===== src/rtl/alu_mc_pkg.sv =====
// alu_mc_pkg
// Shared types for the multi-cycle ALU:
//   op_e        - 3-bit operation code presented on alu_mc.op
//   state_e     - top-level controller states
//   iter_mode_e - selects shift-add multiply or restoring divide in alu_iter_unit
//   ITER_CNT_W / iter_cnt_width() - iteration down-counter width, $clog2(WIDTH+1)
package alu_mc_pkg;

   typedef enum logic [2:0] {
      OP_ADD = 3'd0,
      OP_SUB = 3'd1,
      OP_AND = 3'd2,
      OP_OR  = 3'd3,
      OP_MUL = 3'd4,
      OP_DIV = 3'd5,
      OP_REM = 3'd6,
      OP_XOR = 3'd7
   } op_e;

   typedef enum logic [1:0] {
      ST_IDLE = 2'd0,
      ST_MUL  = 2'd1,
      ST_DIV  = 2'd2,
      ST_DONE = 2'd3
   } state_e;

   typedef enum logic {
      MODE_MUL = 1'b0,
      MODE_DIV = 1'b1
   } iter_mode_e;

   localparam int DEFAULT_WIDTH = 16;

   // Counter must hold the value WIDTH itself, hence WIDTH+1.
   localparam int ITER_CNT_W = $clog2(DEFAULT_WIDTH + 1);

   function automatic int iter_cnt_width(input int width);
      return $clog2(width + 1);
   endfunction

endpackage


===== src/rtl/alu_iter_unit.sv =====
// alu_iter_unit
// Shared iterative engine for unsigned multiply (shift-add) and unsigned
// restoring divide, one bit per clock for WIDTH clocks.
//   clk, rst  - clock, async active-high reset
//   start     - load operands and begin (ignored while busy is implied by cnt)
//   mode      - MODE_MUL or MODE_DIV, latched on start
//   a, b      - MUL: multiplicand, multiplier; DIV: dividend, divisor
//   last      - the step executing on the coming edge is the final one
//   acc_nxt   - MUL: product after this step; DIV: remainder after this step
//   sreg_nxt  - DIV: quotient after this step
// The owner samples acc_nxt/sreg_nxt on the edge where last is high, so
// the final result is registered without an extra drain cycle.
module alu_iter_unit
   import alu_mc_pkg::*;
#(
   parameter int WIDTH = 16
)(
   input  logic             clk,
   input  logic             rst,
   input  logic             start,
   input  iter_mode_e       mode,
   input  logic [WIDTH-1:0] a,
   input  logic [WIDTH-1:0] b,
   output logic             last,
   output logic [WIDTH-1:0] acc_nxt,
   output logic [WIDTH-1:0] sreg_nxt
);

   localparam int CNT_W = iter_cnt_width(WIDTH);

   iter_mode_e       mode_q;
   logic [WIDTH-1:0] acc_q;    // MUL: partial product; DIV: partial remainder
   logic [WIDTH-1:0] sreg_q;   // MUL: multiplier (shifts right); DIV: dividend in / quotient out
   logic [WIDTH-1:0] opnd_q;   // MUL: multiplicand (shifts left); DIV: divisor
   logic [CNT_W-1:0] cnt_q;    // remaining steps, 0 when idle

   logic [WIDTH-1:0] opnd_nxt;
   logic [WIDTH:0]   shifted;
   logic [WIDTH:0]   diff;
   logic             q_bit;

   always_comb begin
      acc_nxt  = acc_q;
      sreg_nxt = sreg_q;
      opnd_nxt = opnd_q;
      shifted  = '0;
      diff     = '0;
      q_bit    = 1'b0;
      if (mode_q == MODE_MUL) begin
         // Only the low WIDTH bits of the product are kept, so the
         // multiplicand may be shifted out of range without harm.
         acc_nxt  = sreg_q[0] ? acc_q + opnd_q : acc_q;
         sreg_nxt = sreg_q >> 1;
         opnd_nxt = opnd_q << 1;
      end else begin
         // Bring in the next dividend bit; the shifted remainder is always
         // below 2*divisor so WIDTH+1 bits are enough for the trial.
         shifted = {acc_q, sreg_q[WIDTH-1]};
         diff    = shifted - {1'b0, opnd_q};
         q_bit   = (shifted >= {1'b0, opnd_q});
         acc_nxt  = q_bit ? diff[WIDTH-1:0] : shifted[WIDTH-1:0];
         sreg_nxt = {sreg_q[WIDTH-2:0], q_bit};
      end
   end

   assign last = (cnt_q == CNT_W'(1));

   always_ff @(posedge clk or posedge rst) begin
      if (rst) begin
         mode_q <= MODE_MUL;
         acc_q  <= '0;
         sreg_q <= '0;
         opnd_q <= '0;
         cnt_q  <= '0;
      end else if (start && (cnt_q == '0)) begin
         mode_q <= mode;
         acc_q  <= '0;
         sreg_q <= (mode == MODE_MUL) ? b : a;
         opnd_q <= (mode == MODE_MUL) ? a : b;
         cnt_q  <= CNT_W'(WIDTH);
      end else if (cnt_q != '0) begin
         acc_q  <= acc_nxt;
         sreg_q <= sreg_nxt;
         opnd_q <= opnd_nxt;
         cnt_q  <= cnt_q - CNT_W'(1);
      end
   end

endmodule


===== src/rtl/alu_mc.sv =====
// alu_mc
// Multi-cycle ALU with valid/ready on both sides. ADD/SUB/AND/OR/XOR and
// divide-by-zero complete on the accept edge; MUL/DIV/REM iterate WIDTH
// clocks in alu_iter_unit. Result and flags are registered and held until
// the consumer takes them.
//   clk, rst     - clock, async active-high reset
//   in_valid     - operation presented on a, b, op
//   in_ready     - high only in IDLE (decoded from state)
//   a, b, op     - operands / opcode (op_e encoding), latched on accept
//   out_valid    - registered result available
//   out_ready    - consumer takes result
//   result       - operation result
//   cout         - carry out of MSB (ADD/SUB), 1 on SUB means no borrow
//   overflow     - signed overflow (ADD/SUB)
//   NO           - result MSB
//   ZO           - result is zero
//   div_by_zero  - DIV/REM issued with b == 0
//
// state   | meaning
// IDLE    | waiting for an operation, in_ready high
// MUL     | shift-add multiply in progress
// DIV     | restoring divide (DIV or REM) in progress
// DONE    | result held, out_valid high until out_ready
module alu_mc
   import alu_mc_pkg::*;
#(
   parameter int WIDTH = 16
)(
   input  logic             clk,
   input  logic             rst,
   input  logic             in_valid,
   output logic             in_ready,
   input  logic [WIDTH-1:0] a,
   input  logic [WIDTH-1:0] b,
   input  logic [2:0]       op,
   output logic             out_valid,
   input  logic             out_ready,
   output logic [WIDTH-1:0] result,
   output logic             cout,
   output logic             overflow,
   output logic             NO,
   output logic             ZO,
   output logic             div_by_zero
);

   state_e           state_q;
   logic             is_rem_q;
   op_e              op_in;
   logic             accept;
   logic             start_iter;
   iter_mode_e       iter_mode;

   logic [WIDTH-1:0] b_eff;
   logic [WIDTH:0]   sum;
   logic [WIDTH-1:0] sc_res;
   logic             sc_cout;
   logic             sc_ovf;
   logic             sc_dbz;

   logic             iter_last;
   logic [WIDTH-1:0] iter_acc;
   logic [WIDTH-1:0] iter_sreg;
   logic [WIDTH-1:0] iter_res;

   logic             capture;
   logic [WIDTH-1:0] cap_res;
   logic             cap_cout;
   logic             cap_ovf;
   logic             cap_dbz;

   assign op_in    = op_e'(op);
   assign in_ready = (state_q == ST_IDLE);
   assign accept   = in_valid && in_ready;

   assign start_iter = accept && ((op_in == OP_MUL) ||
                       (((op_in == OP_DIV) || (op_in == OP_REM)) && (b != '0)));
   assign iter_mode  = (op_in == OP_MUL) ? MODE_MUL : MODE_DIV;

   // Single-cycle datapath. SUB reuses the adder as a + ~b + 1, so cout
   // and overflow come out of the same expressions for both ops.
   always_comb begin
      b_eff   = (op_in == OP_SUB) ? ~b : b;
      sum     = {1'b0, a} + {1'b0, b_eff} + {{WIDTH{1'b0}}, (op_in == OP_SUB)};
      sc_res  = '0;
      sc_cout = 1'b0;
      sc_ovf  = 1'b0;
      sc_dbz  = 1'b0;
      case (op_in)
         OP_ADD, OP_SUB: begin
            sc_res  = sum[WIDTH-1:0];
            sc_cout = sum[WIDTH];
            sc_ovf  = (a[WIDTH-1] == b_eff[WIDTH-1]) && (sum[WIDTH-1] != a[WIDTH-1]);
         end
         OP_AND: sc_res = a & b;
         OP_OR:  sc_res = a | b;
         OP_XOR: sc_res = a ^ b;
         // Only reached with b == 0; nonzero divisors go to the iterator.
         OP_DIV: begin
            sc_res = '1;
            sc_dbz = 1'b1;
         end
         OP_REM: begin
            sc_res = a;
            sc_dbz = 1'b1;
         end
         default: sc_res = '0;
      endcase
   end

   alu_iter_unit #(.WIDTH(WIDTH)) u_iter (
      .clk      (clk),
      .rst      (rst),
      .start    (start_iter),
      .mode     (iter_mode),
      .a        (a),
      .b        (b),
      .last     (iter_last),
      .acc_nxt  (iter_acc),
      .sreg_nxt (iter_sreg)
   );

   assign iter_res = ((state_q == ST_DIV) && !is_rem_q) ? iter_sreg : iter_acc;

   // One capture path for both completion sources keeps the flag
   // derivation (NO/ZO) in a single place.
   always_comb begin
      capture  = 1'b0;
      cap_res  = iter_res;
      cap_cout = 1'b0;
      cap_ovf  = 1'b0;
      cap_dbz  = 1'b0;
      if (state_q == ST_IDLE) begin
         capture  = accept && !start_iter;
         cap_res  = sc_res;
         cap_cout = sc_cout;
         cap_ovf  = sc_ovf;
         cap_dbz  = sc_dbz;
      end else if ((state_q == ST_MUL) || (state_q == ST_DIV)) begin
         capture = iter_last;
      end
   end

   always_ff @(posedge clk or posedge rst) begin
      if (rst) begin
         state_q     <= ST_IDLE;
         is_rem_q    <= 1'b0;
         out_valid   <= 1'b0;
         result      <= '0;
         cout        <= 1'b0;
         overflow    <= 1'b0;
         NO          <= 1'b0;
         ZO          <= 1'b0;
         div_by_zero <= 1'b0;
      end else begin
         if (capture) begin
            result      <= cap_res;
            cout        <= cap_cout;
            overflow    <= cap_ovf;
            NO          <= cap_res[WIDTH-1];
            ZO          <= (cap_res == '0);
            div_by_zero <= cap_dbz;
         end
         case (state_q)
            ST_IDLE: begin
               if (accept) begin
                  is_rem_q <= (op_in == OP_REM);
                  if (start_iter) begin
                     state_q <= (iter_mode == MODE_MUL) ? ST_MUL : ST_DIV;
                  end else begin
                     state_q   <= ST_DONE;
                     out_valid <= 1'b1;
                  end
               end
            end
            ST_MUL, ST_DIV: begin
               if (iter_last) begin
                  state_q   <= ST_DONE;
                  out_valid <= 1'b1;
               end
            end
            ST_DONE: begin
               if (out_ready) begin
                  state_q   <= ST_IDLE;
                  out_valid <= 1'b0;
               end
            end
            default: state_q <= ST_IDLE;
         endcase
      end
   end

endmodule


===== config.mk =====
export PLATFORM = sky130hd
export DESIGN_NAME = alu_mc
export DESIGN_NICKNAME = d
export VERILOG_FILES = /design/src/rtl/alu_mc_pkg.sv /design/src/rtl/alu_iter_unit.sv /design/src/rtl/alu_mc.sv
export SDC_FILE = /design/constraint.sdc
export NUM_CORES = 1
export LEC_CHECK = 0
export CAP_MARGIN = 10
export CELL_PAD_IN_SITES_DETAIL_PLACEMENT = 2
export CELL_PAD_IN_SITES_GLOBAL_PLACEMENT = 2
export CORE_MARGIN = 2
export CORE_UTILIZATION = 36
export CTS_CLUSTER_DIAMETER = 60
export DETAILED_ROUTE_END_ITERATION = 8
export PLACE_DENSITY_LB_ADDON = 0.1
export SYNTH_ARGS = -nofsm -noshare
export SYNTH_HDL_FRONTEND = slang
export SYNTH_SLANG_ARGS = --single-unit
export TNS_END_PERCENT = 20

===== constraint.sdc =====
create_clock -name clk -period 3.35 [get_ports clk]
set_input_delay 0.5025 -clock clk [delete_from_list [all_inputs] [get_ports clk]]
set_output_delay 0.5025 -clock clk [all_outputs]
set_load 0.02 [all_outputs]

==> insert_results.sql, run 1 <==
INSERT INTO impl_metrics (metric_group, metric, value, unit) VALUES
('outcome', 'outcome', 'aborted with a tool error', ''),
('outcome', 'stop_stage', 'global routing (5_1_grt)', ''),
('outcome', 'stop_error', '[ERROR DPL-0033] detailed placement checks failed during check placement.', ''),
('cts', 'h-tree-depth', '3', ''),
('die', 'initial_standard_cell_utilization_of_the_core', '0.368', ''),
('synthesis', 'syn_inst', '1130', ''),
('synthesis', 'synth-seq-cells', '78', ''),
('synthesis', 'synthTopCellsByArea', 'sky130_fd_sc_hd__dfrtp_1 22%, sky130_fd_sc_hd__ha_1 12%, sky130_fd_sc_hd__a21oi_1 7.0%', ''),
('synthesis', 'yosys.cell_count.top_type', 'sky130_fd_sc_hd__a21oi_1', ''),
('synthesis', 'synth.net_count', '1258', ''),
('placement', 'dpl.hpwl', '36400', 'microns'),
('placement', 'gp_congestion', '0.922', ''),
('die', 'io-pin-count', '62', ''),
('global_route', 'number_of_antenna_violations_at_the_first_check_in_global_routing', '2', ''),
('synthesis', 'synth_top_cell_by_area', 'sky130_fd_sc_hd__dfrtp_1', ''),
('synthesis', 'async_reset_ff_frac', '1.00', ''),
('synthesis', 'synth_enable_flop_cells', '0', ''),
('synthesis', 'synthTopCellsByCount', '122 x sky130_fd_sc_hd__a21oi_1, 111 x sky130_fd_sc_hd__nand2_1, 86 x sky130_fd_sc_hd__ha_1', ''),
('global_route', 'largest_net_degree_at_the_start_of_global_routing', '49', ''),
('cts', 'cts_buffers', '9', ''),
('synthesis', 'seq_area_frac_synth', '0.224', ''),
('synthesis', 'yosysWarningCount', '0', ''),
('sta', 'worst_endpoint_kind', 'register data pin', ''),
('die', 'placementRows', '56', ''),
('die', 'fp.dieH', '159', 'microns'),
('synthesis', 'yosysUniqueCellTypes', '79', ''),
('placement', 'portbufs', '61', ''),
('synthesis', 'post_synth_top_area_share', '0.224', ''),
('cts', 'clockBufferDepth', '2', ''),
('cts', 'clock_sink_count', '78', ''),
('cts', 'ctsRootBufferMaster', 'sky130_fd_sc_hd__clkbuf_16', ''),
('die', 'die_x', '159', 'microns'),
('sta', 'post_grt_worst_ep', 'ZO$_DFFE_PP0P_/D', ''),
('synthesis', 'dominantRegCellSynth', 'sky130_fd_sc_hd__dfrtp_1', ''),
('synthesis', 'syn_area_per_cell', '7.70', 'sq um'),
('synthesis', 'syn_area', '8700', 'sq um');
-- through the flow --
step	utilization	std cells	setup TNS, ns	setup WS (ns)	area [sq um]
3_3_place_gp	0.485	1696	-9.66	-0.902	11500
3_5_place_dp	0.485	1696	-13.06	-1.16	11500
2_1_floorplan	-	1130	-0.0465	-0.0402	8740
4_1_cts	0.517	1724	-0.341	-0.168	12200
-- what timing repair did --
item	4_1_cts
setup endpoints to repair	20
buffers inserted	12
gates cloned	1
hold buffers	0
pin swaps	29
gates resized for setup	78
-- cells by family after synthesis --
| group | synth area share |
|---|---|
| xor gates and xnor gates | 0.0342 |
| AOI/OAI and AO/OA | 0.313 |
| and+or+nand+nor | 0.181 |
| buffers and inverters | 0.0660 |
| DFF | 0.224 |
| adders and majority gates | 0.131 |
| muxes | 0.0512 |
==> run 2: changes to the inputs <==
--- a/config.mk
+++ b/config.mk
@@ -6,13 +6,10 @@
 export NUM_CORES = 1
 export LEC_CHECK = 0
 export CAP_MARGIN = 10
-export CELL_PAD_IN_SITES_DETAIL_PLACEMENT = 2
-export CELL_PAD_IN_SITES_GLOBAL_PLACEMENT = 2
 export CORE_MARGIN = 2
-export CORE_UTILIZATION = 36
-export CTS_CLUSTER_DIAMETER = 60
+export CORE_UTILIZATION = 35
 export DETAILED_ROUTE_END_ITERATION = 8
-export PLACE_DENSITY_LB_ADDON = 0.1
+export PLACE_DENSITY_LB_ADDON = 0.15
 export SYNTH_ARGS = -nofsm -noshare
 export SYNTH_HDL_FRONTEND = slang
 export SYNTH_SLANG_ARGS = --single-unit
==> run 2 against run 1 <==
  * The flow now finishes, with violations (setup timing)
  * Synthesized cell count unchanged
  * Synthesized area unchanged
==> insert_results.sql, run 2 <==
INSERT INTO impl_metrics (metric_group, metric, value, unit) VALUES
('synthesis', 'yosysWarningCount', '0', ''),
('sta', 'timing.final.setup_violations', '1', ''),
('route', 'route.detailed.vias_per_inst', '5.58', ''),
('setup_path', 'worstSetupPathType', 'reg -> reg', ''),
('global_route', 'grt_pass1_vias', '9201', ''),
('power', 'internal_power', '6.52', 'mW'),
('route', 'routed_wl', '33300', 'microns'),
('route', 'drtIter0Drc', '716', ''),
('synthesis', 'syn_area_per_cell', '7.70', 'sq um'),
('synthesis', 'synthTopCellsByCount', '122 x sky130_fd_sc_hd__a21oi_1, 111 x sky130_fd_sc_hd__nand2_1, 86 x sky130_fd_sc_hd__ha_1', ''),
('setup_path', 'timing.critical_path.from_type', 'flop', ''),
('power', 'irDropWorstVdd', '0.439', 'mV'),
('global_route', 'number_of_antenna_violations_at_the_first_check_in_global_routing', '0', ''),
('power', 'p_comb_frac', '0.775', ''),
('power', 'report.power.total', '12.8', 'mW'),
('sta', 'slew_headroom', '0.491', ''),
('die', 'placementRows', '57', ''),
('outcome', 'failed_checks', 'setup timing', ''),
('synthesis', 'dominantRegCellSynth', 'sky130_fd_sc_hd__dfrtp_1', ''),
('finish', 'proportion_of_layout_cells_with_a_drive_suffix_above_1', '0.249', ''),
('worst_hold_path', 'min_path_type', 'reg -> reg', ''),
('cts', 'hold_buffers', '0', ''),
('power', 'power.static_leakage', '5.47', 'nW'),
('synthesis', 'syn_area', '8700', 'sq um'),
('setup_path', 'cpMaxStageDelayCell', 'sky130_fd_sc_hd__fa_1', ''),
('finish', 'syn_to_final_growth', '37.9', '%'),
('setup_path', 'timing.critical_path.to_type', 'flop', ''),
('die', 'floorplan.core_area', '24400', 'sq um'),
('cts', 'h-tree-depth', '3', ''),
('power', 'power.share.clock', '0.082', ''),
('synthesis', 'post_synth_top_area_share', '0.224', ''),
('die', 'initial_standard_cell_utilization_of_the_core', '0.357', ''),
('placement', 'dp.cells', '1687', ''),
('finish', 'insertedDiodeCount', '0', ''),
('setup_path', 'r2r_cells', '14', ''),
('route', 'post_detailed_route_count_of_antenna_violating_nets', '0', ''),
('sta', 'final.setup_skew', '0.00873', 'ns'),
('synthesis', 'syn_inst', '1130', ''),
('setup_path', 'worst-r2r-setup-slack', '-0.08', 'ns'),
('die', 'die_x', '162', 'microns'),
('sta', 'hold_ws', '0.478', 'ns'),
('sta', 'timing.final.crit_share', '1.02', ''),
('sta', 'timing.final.ws_setup', '-0.0823', 'ns'),
('finish', 'multiInputGateArea', '6550', 'sq um'),
('synthesis', 'synth_top_cell_by_area', 'sky130_fd_sc_hd__dfrtp_1', ''),
('finish', 'finish.net_count', '1506', ''),
('sta', 'max_freq', '291', 'MHz'),
('setup_path', 'path_cells', 'ha_1 > fa_1 > a21oi_2 > o22ai_2 > or3_1 > a31oi_1 > a221oi_1 > buf_4 > a221oi_2 > o211ai_1 > nor4_2 > buf_4 > nand4_1 > nand2_1', ''),
('setup_path', 'worst_path_largest_cell_delay', '0.49', 'ns'),
('global_route', 'global_route.overflow_total', '0', ''),
('synthesis', 'synth_enable_flop_cells', '0', ''),
('power', 'power_frac_seq', '0.143', ''),
('global_route', 'largest_net_degree_at_the_start_of_global_routing', '46', ''),
('power', 'net-switching-power', '6.32', 'mW'),
('setup_path', 'worst_path_required', '3.64', 'ns'),
('cts', 'ctsRootBufferMaster', 'sky130_fd_sc_hd__clkbuf_16', ''),
('power', 'p_sw_frac', '0.492', ''),
('sta', 'finalCriticalPeriod', '3.43', 'ns'),
('setup_path', 'cell_count_along_the_critical_path', '14', ''),
('setup_path', 'critPathMaxFanout', '5', ''),
('setup_path', 'arrival', '3.72', 'ns'),
('synthesis', 'seq_area_frac_synth', '0.224', ''),
('setup_path', 'worst_path_dominant_cell_family', 'compound AO/OA/AOI/OAI gates', ''),
('placement', 'portbufs', '61', ''),
('worst_hold_path', 'min_delay_path_depth', '1', ''),
('global_route', 'grt_first_pass_wirelength', '52400', 'microns'),
('cts', 'clock_latency', '0.35', 'ns'),
('setup_path', 'crit_buf_inv', '2', ''),
('route', 'dr.pass1.iters', '5', ''),
('cts', 'clockBufferDepth', '2', ''),
('placement', 'gp_congestion', '0.864', ''),
('synthesis', 'synth.net_count', '1258', ''),
('outcome', 'outcome', 'finished with violations', ''),
('route', 'vias', '9532', ''),
('die', 'die_area', '26100', 'sq um'),
('cts', 'clock_sink_count', '78', ''),
('synthesis', 'yosysUniqueCellTypes', '79', ''),
('die', 'io-pin-count', '62', ''),
('global_route', 'globalRouteTotalUtil', '0.258', ''),
('synthesis', 'async_reset_ff_frac', '1.00', ''),
('finish', 'filler_cell_count', '2449', ''),
('finish', 'regArea', '1950', 'sq um'),
('route', 'number_of_drc_violations_after_detailed_routing', '0', ''),
('cts', 'cts.reportedPaths.clkPinSlew', '0.07', 'ns'),
('power', 'power.density', '1070', 'nW/um^2'),
('finish', 'finalNonFillerCells', '1707', ''),
('cts', 'cts_buffers', '9', ''),
('placement', 'dpl.hpwl', '26600', 'microns'),
('cts', 'tritoncts_clock_tree', 'done', ''),
('synthesis', 'synth-seq-cells', '78', ''),
('sta', 'hold_violations', '0', ''),
('route', 'wire_per_inst', '19.5', 'microns'),
('die', 'fp.dieH', '162', 'microns'),
('synthesis', 'yosys.cell_count.top_type', 'sky130_fd_sc_hd__a21oi_1', ''),
('finish', 'final_core_utilization', '0.492', ''),
('finish', 'layout.cells.most_common', 'sky130_fd_sc_hd__buf_4', ''),
('finish', 'most_frequent_cells_in_the_layout', '229 x sky130_fd_sc_hd__buf_4, 114 x sky130_fd_sc_hd__a21oi_1, 110 x sky130_fd_sc_hd__nand2_1', ''),
('run', 'max-cap-violations', '0', ''),
('setup_path', 'cp_common_cell', 'sky130_fd_sc_hd__buf_4', ''),
('synthesis', 'synthTopCellsByArea', 'sky130_fd_sc_hd__dfrtp_1 22%, sky130_fd_sc_hd__ha_1 12%, sky130_fd_sc_hd__a21oi_1 7.0%', ''),
('sta', 'transition_at_the_pin_with_the_smallest_max_transition_slack', '0.754', 'ns'),
('sta', 'report.final.slew_viol_count', '0', ''),
('sta', 'setup_repair_after_global_routing_missed_its_margin', 'yes', '');
==> run 2: logic make-up (layout without fill, tap and decap cells) <==
family          after synthesis  count (layout)  share of synthesized area
compound gates              405             405                      0.313
xor+xnor                     34              34                     0.0342
fa+ha+maj                    89              89                      0.131
buf+inv                     147             400                     0.0660
flops                        78              78                      0.224
mux                          43              43                     0.0512
simple gates                334             334                      0.181
==> run 2: metal layers <==
metal / GRT usage / share of wire / vias up
met5: 0 / 0 / -
met4: 0.0913 / 0.034 / 0
met3: 0.0449 / 0.058 / 59
met2: 0.426 / 0.47 / 295
met1: 0.339 / 0.44 / 4518
li1: - / - / 4660
==> run 2: final cells by class <==
type / count / area share
Inverter: 86 / 0.0270
Timing Repair Buffer: 298 / 0.205
Clock buffer: 11 / 0.0202
Multi-Input combinational cell: 905 / 0.546
Clock inverter: 5 / 0.00532
Tap cell: 324 / 0.0338
Sequential cell: 78 / 0.163
==> run 2: per-stage QoR <==
step / TNS (ns) / area, sq um / worst slack [ns]
floorplan: -0.0465 / 8740 / -0.0402
global placement: -10.09 / 11300 / -1.01
detailed placement: -11.28 / 11300 / -1.09
CTS: -0.117 / 11800 / -0.117
global route: -0.673 / 12000 / -0.256
finish: -0.0823 / 12000 / -0.0823
==> run 2: path summary, 6_finish.rpt <==
path,from,to
worst max-delay path,u_iter.opnd_q[0],ZO
worst min-delay path,div_by_zero,div_by_zero
worst max register to register,u_iter.opnd_q[0],ZO
worst min register to register,div_by_zero,div_by_zero
max in group asynchronous,rst,u_iter.mode_q
min in group asynchronous,rst,u_iter.opnd_q[4]
==> run 2: power groups by stage <==
stage	logic [mW]	registers (mW)	clock network [mW]
after floorplan	5.43	1.89	0
after global placement	9.50	1.83	0
after detailed placement	9.50	1.83	0
after CTS	9.74	1.82	1.07
after global routing	10.8	1.88	1.10
final	9.95	1.83	1.05
==> run 2: what timing repair did <==
item                                    4_1_cts  5_1_grt
endpoints found under the setup margin       16       10
pin swaps                                    28       16
resized for setup                            49       26
buffers inserted                              3        1
(Power assumes the default switching activity.)
==> run 3: changes to the inputs <==
--- a/config.mk
+++ b/config.mk
@@ -8,8 +8,10 @@
 export CAP_MARGIN = 10
 export CORE_MARGIN = 2
 export CORE_UTILIZATION = 35
+export CTS_BUF_LIST = sky130_fd_sc_hd__clkbuf_4
 export DETAILED_ROUTE_END_ITERATION = 8
 export PLACE_DENSITY_LB_ADDON = 0.15
+export REMOVE_ABC_BUFFERS = 1
 export SYNTH_ARGS = -nofsm -noshare
 export SYNTH_HDL_FRONTEND = slang
 export SYNTH_SLANG_ARGS = --single-unit
==> run 3 against run 2 <==
  * The flow still finishes with violations (setup timing)
  * Highest routed layer unchanged
  * Final cell count shrank 0.70%
  * Sequential power about the same
  * Fmax up 1.2%
  * Critical endpoint unchanged
  * Critical path type is now in -> reg
  * Die area stayed put
  * Non-clock buffer count shrank 13
==> insert_results.sql, run 3 (synthesized netlist as in run 2, its figures left out) <==
INSERT INTO impl_metrics (metric_group, metric, value, unit) VALUES
('outcome', 'outcome', 'finished with violations', ''),
('outcome', 'failed_checks', 'setup timing', ''),
('power', 'net-switching-power', '6.11', 'mW'),
('power', 'internal_power', '6.12', 'mW'),
('route', 'drtIter0Drc', '684', ''),
('setup_path', 'cp-endpoint', 'ZO', ''),
('setup_path', 'crit_buf_inv', '5', ''),
('finish', 'proportion_of_layout_cells_with_a_drive_suffix_above_1', '0.242', ''),
('sta', 'report.final.slew_viol_count', '0', ''),
('power', 'report.power.total', '12.2', 'mW'),
('sta', 'max_freq', '295', 'MHz'),
('cts', 'clockBufferDepth', '2', ''),
('worst_hold_path', 'min_path_type', 'in -> async', ''),
('setup_path', 'crit_start', 'op[2]', ''),
('cts', 'clock_latency', '0.45', 'ns'),
('setup_path', 'worst_path_required', '3.75', 'ns'),
('die', 'initial_standard_cell_utilization_of_the_core', '0.357', ''),
('route', 'wire_per_inst', '19.3', 'microns'),
('power', 'power.density', '1040', 'nW/um^2'),
('cts', 'cts.reportedPaths.clkPinSlew', '0.15', 'ns'),
('route', 'number_of_drc_violations_after_detailed_routing', '0', ''),
('sta', 'setup_repair_after_global_routing_missed_its_margin', 'yes', ''),
('die', 'die_area', '26100', 'sq um'),
('setup_path', 'arrival', '3.79', 'ns'),
('finish', 'syn_to_final_growth', '35.5', '%'),
('setup_path', 'critPathMaxFanout', '7', ''),
('cts', 'h-tree-depth', '3', ''),
('route', 'top_signal_layer_used', 'met4', ''),
('power', 'power.static_leakage', '5.35', 'nW'),
('setup_path', 'r2r_cells', '13', ''),
('placement', 'gp_congestion', '0.909', ''),
('sta', 'hold_violations', '0', ''),
('sta', 'timing.final.crit_share', '1.01', ''),
('setup_path', 'reg2reg_to', 'ZO', ''),
('die', 'die_x', '162', 'microns'),
('finish', 'regArea', '1950', 'sq um'),
('sta', 'timing.final.setup_violations', '1', ''),
('cts', 'tritoncts_clock_tree', 'done', ''),
('finish', 'filler_cell_count', '2455', ''),
('finish', 'finish.net_count', '1493', ''),
('setup_path', 'worst-r2r-setup-slack', '0.03', 'ns'),
('sta', 'slew_headroom', '0.506', ''),
('finish', 'finalNonFillerCells', '1695', ''),
('global_route', 'grt_first_pass_wirelength', '51300', 'microns'),
('global_route', 'number_of_antenna_violations_at_the_first_check_in_global_routing', '1', ''),
('finish', 'most_frequent_cells_in_the_layout', '211 x sky130_fd_sc_hd__buf_4, 115 x sky130_fd_sc_hd__a21oi_1, 111 x sky130_fd_sc_hd__nand2_1', ''),
('cts', 'ctsRootBufferMaster', 'sky130_fd_sc_hd__clkbuf_4', ''),
('sta', 'finalCriticalPeriod', '3.39', 'ns'),
('setup_path', 'worst_path_largest_cell_delay', '0.44', 'ns'),
('sta', 'hold_ws', '0.429', 'ns'),
('power', 'power_frac_seq', '0.152', ''),
('route', 'met2WireLength', '15800', 'microns'),
('setup_path', 'worstSetupPathType', 'in -> reg', ''),
('placement', 'dp.cells', '1665', ''),
('finish', 'layout.cells.most_common', 'sky130_fd_sc_hd__buf_4', ''),
('sta', 'transition_at_the_pin_with_the_smallest_max_transition_slack', '0.741', 'ns'),
('die', 'floorplan.core_area', '24400', 'sq um'),
('power', 'irDropWorstVdd', '0.384', 'mV'),
('finish', 'multiInputGateArea', '6530', 'sq um'),
('route', 'routed_wl', '32700', 'microns'),
('placement', 'dpl.hpwl', '25800', 'microns'),
('sta', 'final.setup_skew', '0.0239', 'ns'),
('global_route', 'largest_net_degree_at_the_start_of_global_routing', '44', ''),
('power', 'p_sw_frac', '0.500', ''),
('route', 'dr.pass1.iters', '5', ''),
('sta', 'timing.final.ws_setup', '-0.0402', 'ns'),
('route', 'met3_wirelength', '1430', 'microns'),
('global_route', 'globalRouteTotalUtil', '0.250', ''),
('route', 'post_detailed_route_count_of_antenna_violating_nets', '0', ''),
('global_route', 'global_route.overflow_total', '0', ''),
('die', 'fp.dieH', '162', 'microns'),
('setup_path', 'timing.critical_path.to_type', 'flop', ''),
('placement', 'pre_cts_slack', '-0.991', 'ns'),
('cts', 'clock_sink_count', '78', ''),
('setup_path', 'worst_path_dominant_cell_family', 'compound AO/OA/AOI/OAI gates', ''),
('setup_path', 'path_cells', 'buf_6 > or3b_4 > buf_8 > buf_6 > buf_6 > xnor2_4 > ha_4 > a21oi_2 > o21ai_2 > a211oi_2 > buf_4 > o21bai_4 > mux2i_2 > a2111oi_4 > o211ai_1 > nor4_2 > nand4_1 > nand2_1', ''),
('route', 'route.detailed.vias_per_inst', '5.59', ''),
('power', 'power.share.clock', '0.056', ''),
('setup_path', 'cpMaxStageDelayCell', 'sky130_fd_sc_hd__a2111oi_4', ''),
('setup_path', 'timing.rr.start', 'u_iter.opnd_q[12]', ''),
('route', 'routedLengthMet1', '14700', 'microns'),
('die', 'placementRows', '57', ''),
('run', 'max-cap-violations', '0', ''),
('setup_path', 'cell_count_along_the_critical_path', '18', ''),
('cts', 'hold_buffers', '0', ''),
('die', 'io-pin-count', '62', ''),
('setup_path', 'timing.critical_path.from_type', 'primary input', ''),
('power', 'p_comb_frac', '0.791', ''),
('global_route', 'grt_pass1_vias', '9130', ''),
('placement', 'portbufs', '61', ''),
('setup_path', 'cp_common_cell', 'sky130_fd_sc_hd__buf_6', ''),
('cts', 'cts_buffers', '9', ''),
('route', 'vias', '9483', '');
-- run 3: changes by cell type in the layout (fill, tap and decap cells not counted), sizes merged --
| cell | change |
|---|---|
| buf | -15 |
| clkbuf | +1 |
| inv | -2 |
| bufinv | +1 |
| clkinvlp | -1 |
| clkinv | +3 |
| diode | +1 |
-- run 3: worst min path at each step --
stage,from,end,slack [ns],depth (start not counted)
2_1_floorplan,u_iter.cnt_q[3],u_iter.cnt_q[3],0.46,1
3_3_place_gp,result[12],result[12],0.47,2
3_5_place_dp,result[12],result[12],0.48,2
4_1_cts,rst,u_iter.acc_q[15],0.46,2
5_1_grt,rst,u_iter.acc_q[15],0.48,2
6_report,rst,u_iter.acc_q[15],0.43,2
-- run 3: final cells by class --
type / instances / share of cell area
clock inverters: 6 / 0.00733
inverters: 86 / 0.0275
repair buffers: 285 / 0.204
diodes: 1 / 0.000212
flip-flops and latches: 78 / 0.166
multi-input cells: 905 / 0.554
well taps: 324 / 0.0344
clock buffers: 10 / 0.00637
-- run 3: repair_timing --
action	4_1_cts	5_1_grt
gates resized for setup	38	43
setup endpoints to repair	11	9
buffers inserted	4	10
pin swaps	27	23
-- run 3: metrics by stage --
stage | area (sq um) | setup TNS, ns | utilization
after global routing | 11800 | -0.338 | 0.483
after CTS | 11500 | -0.00889 | 0.471
after global placement | 11200 | -9.27 | 0.457
after detailed placement | 11200 | -10.08 | 0.457
after floorplan | 8440 | -1.72 | -
final | 11800 | -0.0402 | 0.483
-- run 3: metal layers --
| layer | vias up | track usage |
|---|---|---|
| met5 | - | 0 |
| met4 | 0 | 0.0664 |
| li1 | 4627 | - |
| met2 | 267 | 0.430 |
| met3 | 45 | 0.0198 |
| met1 | 4544 | 0.338 |
-- run 3: power by group through the flow --
stage / clock network (mW) / logic [mW] / registers, mW
final: 0.691 / 9.68 / 1.86
after CTS: 0.697 / 9.39 / 1.85
after detailed placement: 0 / 9.16 / 1.87
after global placement: 0 / 9.14 / 1.87
after global routing: 0.736 / 10.5 / 1.92
after floorplan: 0 / 5.19 / 1.99
